## src/rtl/alu_pkg.sv

```systemverilog
// alu_pkg: opcodes, controller states and instruction field offsets shared by the ALU controller
package alu_pkg;
  typedef enum logic [2:0] {
    OP_ADD  = 3'b000,
    OP_SUB  = 3'b001,
    OP_MUL  = 3'b010,
    OP_DIV  = 3'b011,
    OP_ANDI = 3'b100,
    OP_ORI  = 3'b101,
    OP_MOV  = 3'b110,
    OP_ILL  = 3'b111
  } op_t;
  typedef enum logic [1:0] {S_IDLE, S_EXEC, S_WR2} state_t;
  localparam int OP_LSB  = 13;
  localparam int SWP_BIT = 12;
  localparam int RD_LSB  = 8;
  localparam int RS_LSB  = 4;
  localparam int RT_LSB  = 0;
endpackage

```

## src/rtl/alu_ctrl_dec.sv

```systemverilog
// alu_ctrl_dec: splits a latched instruction into opcode, register fields and control flags
module alu_ctrl_dec
  import alu_pkg::*;
(
  input  logic [15:0] instr,
  output op_t         op,
  output logic [3:0]  rd,
  output logic [3:0]  rs,
  output logic [3:0]  rt,
  output logic [7:0]  imm8,
  output logic        is_swp,
  output logic        uses_imm,
  output logic        two_write,
  output logic        is_illegal
);
  assign op         = op_t'(instr[OP_LSB +: 3]);
  assign rd         = instr[RD_LSB +: 4];
  assign rs         = instr[RS_LSB +: 4];
  assign rt         = instr[RT_LSB +: 4];
  assign imm8       = instr[7:0];
  assign is_swp     = op == OP_MOV && instr[SWP_BIT];
  assign uses_imm   = op == OP_ANDI || op == OP_ORI;
  assign two_write  = op == OP_MUL || op == OP_DIV || is_swp;
  assign is_illegal = op == OP_ILL;
endmodule

```

## src/rtl/alu_ctrl.sv

```systemverilog
// alu_ctrl: accepts instructions, drives the ALU from the register file and writes results back
module alu_ctrl
  import alu_pkg::*;
#(
  parameter int WIDTH  = 16,
  parameter int NREG   = 16,
  parameter int HI_REG = 15,
  localparam int AW    = $clog2(NREG)
) (
  input  logic             clk,
  input  logic             rst_n,
  input  logic             instr_valid,
  output logic             instr_ready,
  input  logic [15:0]      instr,
  output logic [AW-1:0]    rf_ra,
  output logic [AW-1:0]    rf_rb,
  input  logic [WIDTH-1:0] rf_da,
  input  logic [WIDTH-1:0] rf_db,
  output logic             rf_we,
  output logic [AW-1:0]    rf_wa,
  output logic [WIDTH-1:0] rf_wd,
  output logic [WIDTH-1:0] alu_a,
  output logic [WIDTH-1:0] alu_b,
  output logic [2:0]       alu_op,
  input  logic [WIDTH-1:0] alu_out,
  input  logic [WIDTH-1:0] alu_r15,
  input  logic             alu_of,
  output logic             done,
  output logic             err,
  output logic             ovf
);
  state_t           state_q, state_d;
  logic [15:0]      ir_q;
  logic [WIDTH-1:0] cap_q;
  logic             ovf_q;
  logic             bad;
  op_t              op;
  logic [3:0]       rd, rs, rt;
  logic [7:0]       imm8;
  logic             is_swp, uses_imm, two_write, is_illegal;

  alu_ctrl_dec u_dec (
    .instr      (ir_q),
    .op         (op),
    .rd         (rd),
    .rs         (rs),
    .rt         (rt),
    .imm8       (imm8),
    .is_swp     (is_swp),
    .uses_imm   (uses_imm),
    .two_write  (two_write),
    .is_illegal (is_illegal)
  );

  assign instr_ready = rst_n && state_q == S_IDLE;
  assign ovf         = ovf_q;

  // next state, ALU operand routing and write-port mux
  always_comb begin
    state_d = state_q;
    rf_ra   = '0;
    rf_rb   = '0;
    alu_op  = '0;
    alu_a   = '0;
    alu_b   = '0;
    rf_we   = 1'b0;
    rf_wa   = '0;
    rf_wd   = '0;
    done    = 1'b0;
    err     = 1'b0;
    bad     = 1'b0;
    if (state_q == S_IDLE) begin
      state_d = instr_valid ? S_EXEC : S_IDLE;
    end else if (state_q == S_EXEC) begin
      rf_ra   = AW'((uses_imm || is_swp) ? rd : rs);
      rf_rb   = AW'(rt);
      alu_op  = op;
      alu_a   = rf_da;
      alu_b   = uses_imm ? WIDTH'(imm8) : rf_db;
      bad     = is_illegal || (op == OP_DIV && rf_db == '0);
      rf_we   = !bad;
      rf_wa   = AW'(rd);
      rf_wd   = alu_out;
      err     = bad;
      done    = !bad && !two_write;
      state_d = (!bad && two_write) ? S_WR2 : S_IDLE;
    end else begin
      rf_we   = 1'b1;
      rf_wa   = is_swp ? AW'(rt) : AW'(HI_REG);
      rf_wd   = cap_q;
      done    = 1'b1;
      state_d = S_IDLE;
    end
  end

  // state, latched instruction, second-write value and sticky add carry
  always_ff @(posedge clk or negedge rst_n) begin
    if (!rst_n) begin
      state_q <= S_IDLE;
      ir_q    <= '0;
      cap_q   <= '0;
      ovf_q   <= 1'b0;
    end else begin
      state_q <= state_d;
      if (state_q == S_IDLE && instr_valid) ir_q <= instr;
      if (state_q == S_EXEC) cap_q <= is_swp ? rf_da : alu_r15;
      if (state_q == S_EXEC && op == OP_ADD) ovf_q <= alu_of;
      else if (done) ovf_q <= 1'b0;
    end
  end
endmodule

```

## config.mk

```make
export PLATFORM = sky130hd
export DESIGN_NAME = alu_ctrl
export DESIGN_NICKNAME = d
export VERILOG_FILES = /design/src/rtl/alu_pkg.sv /design/src/rtl/alu_ctrl_dec.sv /design/src/rtl/alu_ctrl.sv
export SDC_FILE = /design/constraint.sdc
export NUM_CORES = 1
export LEC_CHECK = 0
export CORE_ASPECT_RATIO = 1.25
export CORE_UTILIZATION = 37
export DETAILED_ROUTE_END_ITERATION = 7
export PLACE_DENSITY = 0.89
export SYNTH_ARGS = -nofsm -noshare
export SYNTH_HDL_FRONTEND = slang
export SYNTH_SLANG_ARGS = --single-unit
```

## constraint.sdc

```tcl
create_clock -name clk -period 1.6 [get_ports clk]
set_input_delay 0.16 -clock clk [delete_from_list [all_inputs] [get_ports clk]]
set_output_delay 0.16 -clock clk [all_outputs]
set_load 0.01 [all_outputs]
```

Yosys cells after proc, flatten, opt, wreduce, memory -nomap -nowiden:

Index checks and enable logic that the tools add are counted.

* mux-type cells: 30
* equal/unequal tests: 7
* reductions and logical operators: 18

Operator list (number)
* 16-bit 2-to-1 mux: 8
* 4-bit 2-to-1 mux: 8
* 16-bit zero test: 1
* 3-bit equality test, second input constant: 4
* 1-bit 2-to-1 mux: 9
* 1-bit logical AND: 7
* 3-bit by 2-bit equality test with 1-bit output, second input constant: 2
* 2-bit 2-to-1 mux: 3
* 3-bit 2-to-1 mux: 2
* 1-bit logical OR: 5
* 3-bit zero test: 1
* 2-bit by 1-bit equality test with 1-bit output, second input constant: 1
* 1-bit zero test: 2
* 2-bit zero test: 1
* 2-bit nonzero test: 1

* output and inout bits: 68
* word-level logic and storage cells: 59
* register bits: 35
* input bits: 84

Logic depth before layout (Yosys ltp):

Gate-level depths: netlist of the first run.

* depth in word-level cells: 9
* gate-level depth with buffers: 6
* mapped depth without buffers: 4

Cells and area by module:

A second synthesis of the first run with hierarchy kept.

* cell total of the unflattened synthesis: 292
* area, all modules: 2483.6 um^2

Modules (own cells, without submodules)
* alu_ctrl: seq. area each 875.8 um^2, cells an instance 263, times used 1, area an instance 2264.7 um^2
* alu_ctrl_dec: seq. area each 0.0 um^2, cells an instance 29, times used 1, area an instance 219.0 um^2

Worst setup path before layout of the first run:

OpenSTA, ideal clock, no wires.

* kind: reg2out
* start: reg state_q[1]
* end: out alu_b[3]
* arrival time: 1203 ps
* data required time: 1440 ps
* setup slack: 237 ps
* stages on the path, launching flop included: 6
* path buffers: 3
* path through: dfrtp_1 > buf_2 > nand2b_1 > buf_4 > buf_2 > a21oi_1

* word-level cells in the longest chain between the ends: 3
* elaborated cells between the ends (all ways): 4
* those cells by class: eq/ne: 1; mux: 2; reduce/logical: 1

RTL lines
* start: declaration: RTL line alu_ctrl.sv:32 `state_t state_q, state_d;`
* start signal: assignment: RTL line alu_ctrl.sv:104 `state_q <= state_d;`
* 2-bit by 1-bit equality test with 1-bit output: RTL line alu_ctrl.sv:74 `end else if (state_q == S_EXEC) begin`
* 16-bit 2-to-1 mux: RTL line alu_ctrl.sv:74
* 16-bit 2-to-1 mux *: RTL line alu_ctrl.sv:72 `if (state_q == S_IDLE) begin`
* end: declaration: RTL line alu_ctrl.sv:23 `output logic [WIDTH-1:0] alu_b,`

Mark *: on every way between the ends. The rest lies on a longest branch, timed or not.

Worst setup path after layout of the first run:

* start: reg ir_q[13]
* end: out rf_ra[3]

* word-level cells in the longest chain between the ends: 6
* elaborated cells between the ends (all ways): 9
* those cells by class: eq/ne: 3; mux: 3; reduce/logical: 3

RTL lines
* start: declaration: RTL line alu_ctrl.sv:33 `logic [15:0] ir_q;`
* start signal: assignment: RTL line alu_ctrl.sv:105 `if (state_q == S_IDLE && instr_valid) ir_q <= instr;`
* 3-bit equality test (on tied branches): RTL line alu_ctrl_dec.sv:22, alu_ctrl_dec.sv:21
* 1-bit logical OR or 1-bit logical AND (tied branches): RTL line alu_ctrl_dec.sv:22, alu_ctrl_dec.sv:21
* 1-bit logical OR *: RTL line alu_ctrl.sv:75 `rf_ra = AW'((uses_imm || is_swp) ? rd : rs);`
* 4-bit 2-to-1 mux *: RTL line alu_ctrl.sv:75
* 4-bit 2-to-1 mux *: RTL line alu_ctrl.sv:74
* 4-bit 2-to-1 mux *: RTL line alu_ctrl.sv:72
* end: declaration: RTL line alu_ctrl.sv:15 `output logic [AW-1:0] rf_ra,`

Marked as above.

==> results.txt, run 1 <==
----------------------------------------------------
[Synth]
  Warnings from Yosys ... 0
  Post-synth cell types ... 36
  Most used DFF post-synth ... dfrtp_1
  Post-synthesis async set-or-reset flop share ... 1.00
  Synth Area per Inst ... approximately 8.5 um2
  Number of flops mapped to enable cells by yosys ... 0
  Sequential area share after synthesis ... 0.372
  Syn_nets ... 360
  Total standard cell area after synthesis ... ~2400 um2
  Number of instances in the synthesized netlist ... 276
  Register bit total from synthesis ... 35

[STA]
  Part of the cycle the worst path needs ... 1.08
  Post-route clock skew ... between 0.007 and 0.008 ns
  Achievable clock frequency ... about 0.58 GHz
  Max-Slew Margin vs Limit ... 0.695
  Setup repair after global routing missed its margin ... true
  Total count of max-transition violations in the final report ... 0
  Hold_ws ... -0.0235 ns
  Final number of setup-violating endpoints ... 14
  Hold Vio Cnt, Final ... 35
  Actual transition at the worst max-transition pin ... approximately 0.46 ns
  Worst path setup slack after routing ... -0.128 ns
  Final Critical Period ... between 1.5 and 2 ns

[Place]
  Number of placed instances, taps included ... 516
  Area of placed instances ... 4080 um2
  Hpwl dp ... 5870 um
  Final Wtd Congestion ... 0.785
  DP Worst Slack ... -0.712 ns
  Number of buffer cells added on primary ports ... 151

[Critical path]
  Launching element of the worst setup path ... ir_q[13]
  WP data arrival ... ~1.6 ns
  Critical path cell sequence ... nand2b_4 -> a21oi_4 -> buf_6 -> mux2i_1 -> nor2_1 -> buf_2
  Library cell contributing the largest single delay on the critical path ... dfrtp_1
  Reg-to-reg critical path startpoint ... state_q[0]
  Maximum fanout along the worst path ... 3
  CP endpoint kind ... primary output
  Worst setup path class ... flop to primary output
  Reg2Reg Setup Slack ... roughly 0.040 ns
  Required time of the critical path ... approximately 1.4 ns
  Worst-case reg-to-reg path depth ... 5
  Type of origin of the critical path ... flop
  Highest cell delay on the worst timing path ... ~0.44 ns
  Capture point of the worst reg-to-reg path ... ir_q[7]

[Floorplan]
  Starting Density ... 0.382
  Die Area ... roughly 6700 um2
  Cell Rows ... 32
  Die W ... roughly 73 um
  Floorplan die height ... 91.2 um
  Number of placed I/O pins ... 152
  Area of the core ... between 6000 and 7000 um2

[Clock network]
  Htree depth ... 2
  Clock tree buffer depth ... 2
  Clock edge transition at the registers on the reported setup and hold paths ... 0.07 ns
  Clk Tree Root Cell ... clkbuf_8
  Number of buffers inserted during clock tree synthesis ... 5
  Clock insertion delay at the later pin of the skew report ... around 0.28 ns
  Count of hold buffers inserted by post-cts repair ... 0
  CTS tree ... yes
  Clock sink total ... 35

[Routing]
  Count of antenna-violating nets left after detailed routing ... 0
  First DRT Iteration DRCs ... 50
  Routed WL ... about 8600 um
  Routed via count divided by cell count ... 4.91
  Drt wl/cell ... 15.7 um
  Vias ... ~2700
  TritonRoute pass-1 iters ... 4
  Final routed DRC violation total ... 0

[Power and ir drop]
  Pwr/cell area ... between 1000 and 1500 nW/um2
  VDD IR-drop max ... ~0.00072 V
  Leakage ... roughly 0.0021 uW
  Total power of the final layout ... about 4900 uW

[Layout]
  Most common cell after layout, fill and taps aside ... nand2_1
  Total of fill cells in the finished design ... ~500
  Proportion of layout cells with a drive suffix above 1 ... 0.433
  Most used cells in the layout excluding fill and tap cells ... 68 x nand2_1, 67 x clkdlybuf4s50_1, 43 x buf_6
  Area of all placed cells without fillers ... about 4400 um2
  Core Util, Final ... 0.715
  Sequential cell area in the final layout ... ~900 um2
  Synthesis-to-finish area growth ... 87.2%
  Net count reported at finish ... 543
  Area of the multi-input gates ... roughly 1500 um2
  Final instance count without filler cells ... approximately 550
  Number of diodes ... 0

[Global route]
  Global router's overall resource usage ... 0.260
  Number of antenna violations at the first check in global routing ... 0
  First-pass GRT wire length ... roughly 13000 um
  Pin count of the biggest net entering global routing ... about 40
  Overflow left after global routing ... 0
  Vias in the first global route ... ~2900

[Hold path]
  Classification of the worst-slack hold path ... input port to async pin

[Run status]
  Result of the run ... finished with violations
  Failing checks ... negative hold slack, negative setup slack

[Job]
  Max-capacitance violation count ... 0

----------------------------------------------------
timing repair:
item	in CTS	in global routing
resized for setup	300	113
gates cloned	1	0
endpoints found under the setup margin	67	59
buffers inserted	24	4
pin swaps	14	16
how the worst max path moves through the flow:
stage,end,slack (ns),depth (start not counted)
final,rf_ra[3],-0.13,6
after CTS,rf_wa[0],-0.13,5
after floorplan,alu_b[3],0.24,5
after global routing,rf_ra[3],-0.20,6
after global placement,err,-0.58,6
after detailed placement,err,-0.71,6
stage by stage:
step,TNS [ns],hold WS [ns]
6_report,-0.867,-0.0235
5_1_grt,-2.64,0.0110
4_1_cts,-1.70,0.00429
3_5_place_dp,-5.49,0.305
3_3_place_gp,-4.36,0.303
2_1_floorplan,0,-0.136
synth_stat cells, drive strengths merged, types with 2 or more instances:
master | instances | area [um2]
nor2 | 8 | 32.5
and3 | 8 | 50.1
nor4 | 4 | 25.0
nand2 | 71 | 267
buf | 15 | 123
inv | 4 | 15.0
and2 | 21 | 131
o21ai | 41 | 205
dfrtp | 35 | 876
nand2b | 3 | 26.3
mux2 | 15 | 195
clkbuf | 8 | 30.0
nor3b | 2 | 20.0
mux2i | 20 | 200
nand3 | 2 | 10.0
a21oi | 10 | 61.3
sequential cells by signal (all words and copies together) (netlist names):
register  flops
ovf           1
cap_q        16
ir_q         16
state_q       2
area by class of cell:
class / count / share of cell area
Multi-Input combinational cell: 214 / 0.351
Clock inverter: 1 / 0.00114
Tap cell: 85 / 0.0241
Sequential cell: 35 / 0.199
Clock buffer: 7 / 0.0173
Timing Repair Buffer: 199 / 0.403
Inverter: 4 / 0.00454
report_power, final:
part           leakage, uW  switching [uW]  internal (uW)
Sequential        0.000422             260           1210
Combinational      0.00168            1300           1550
Clock            0.0000422             304            306
Total              0.00214            1870           3070
routing by layer:
metal  wire length, um  GRT usage  vias up
met5                 0          0        -
met3               576     0.0533       12
met4               134     0.0593        0
met1              3140      0.270     1244
met2              4710      0.513      119
li1                  -          -     1300
worst max-delay path, delay by kind of cell (launching register included):
family,cells,cell delay (ns)
and+or+nand+nor,2,0.24
AOI/OAI and AO/OA,1,0.15
buffers and inverters,2,0.27
DFF,1,0.44
muxes,1,0.20
cells by family (layout without fill, tap and decap cells):
group,after synthesis,in the layout,synth area share
compound gates,56,56,0.131
simple gates,123,123,0.257
flops,35,35,0.372
mux,35,35,0.168
buf+inv,27,211,0.0712
Note: power is estimated with default switching activity, not from simulation.
==> run 2, diff against run 1 <==
Settings changed: CAP_MARGIN set to 20, CTS_CLUSTER_DIAMETER set to 120, SLEW_MARGIN set to 20.
==> results of run 2 <==
No change in the layout: final DEF, timing and power equal those of run 1.
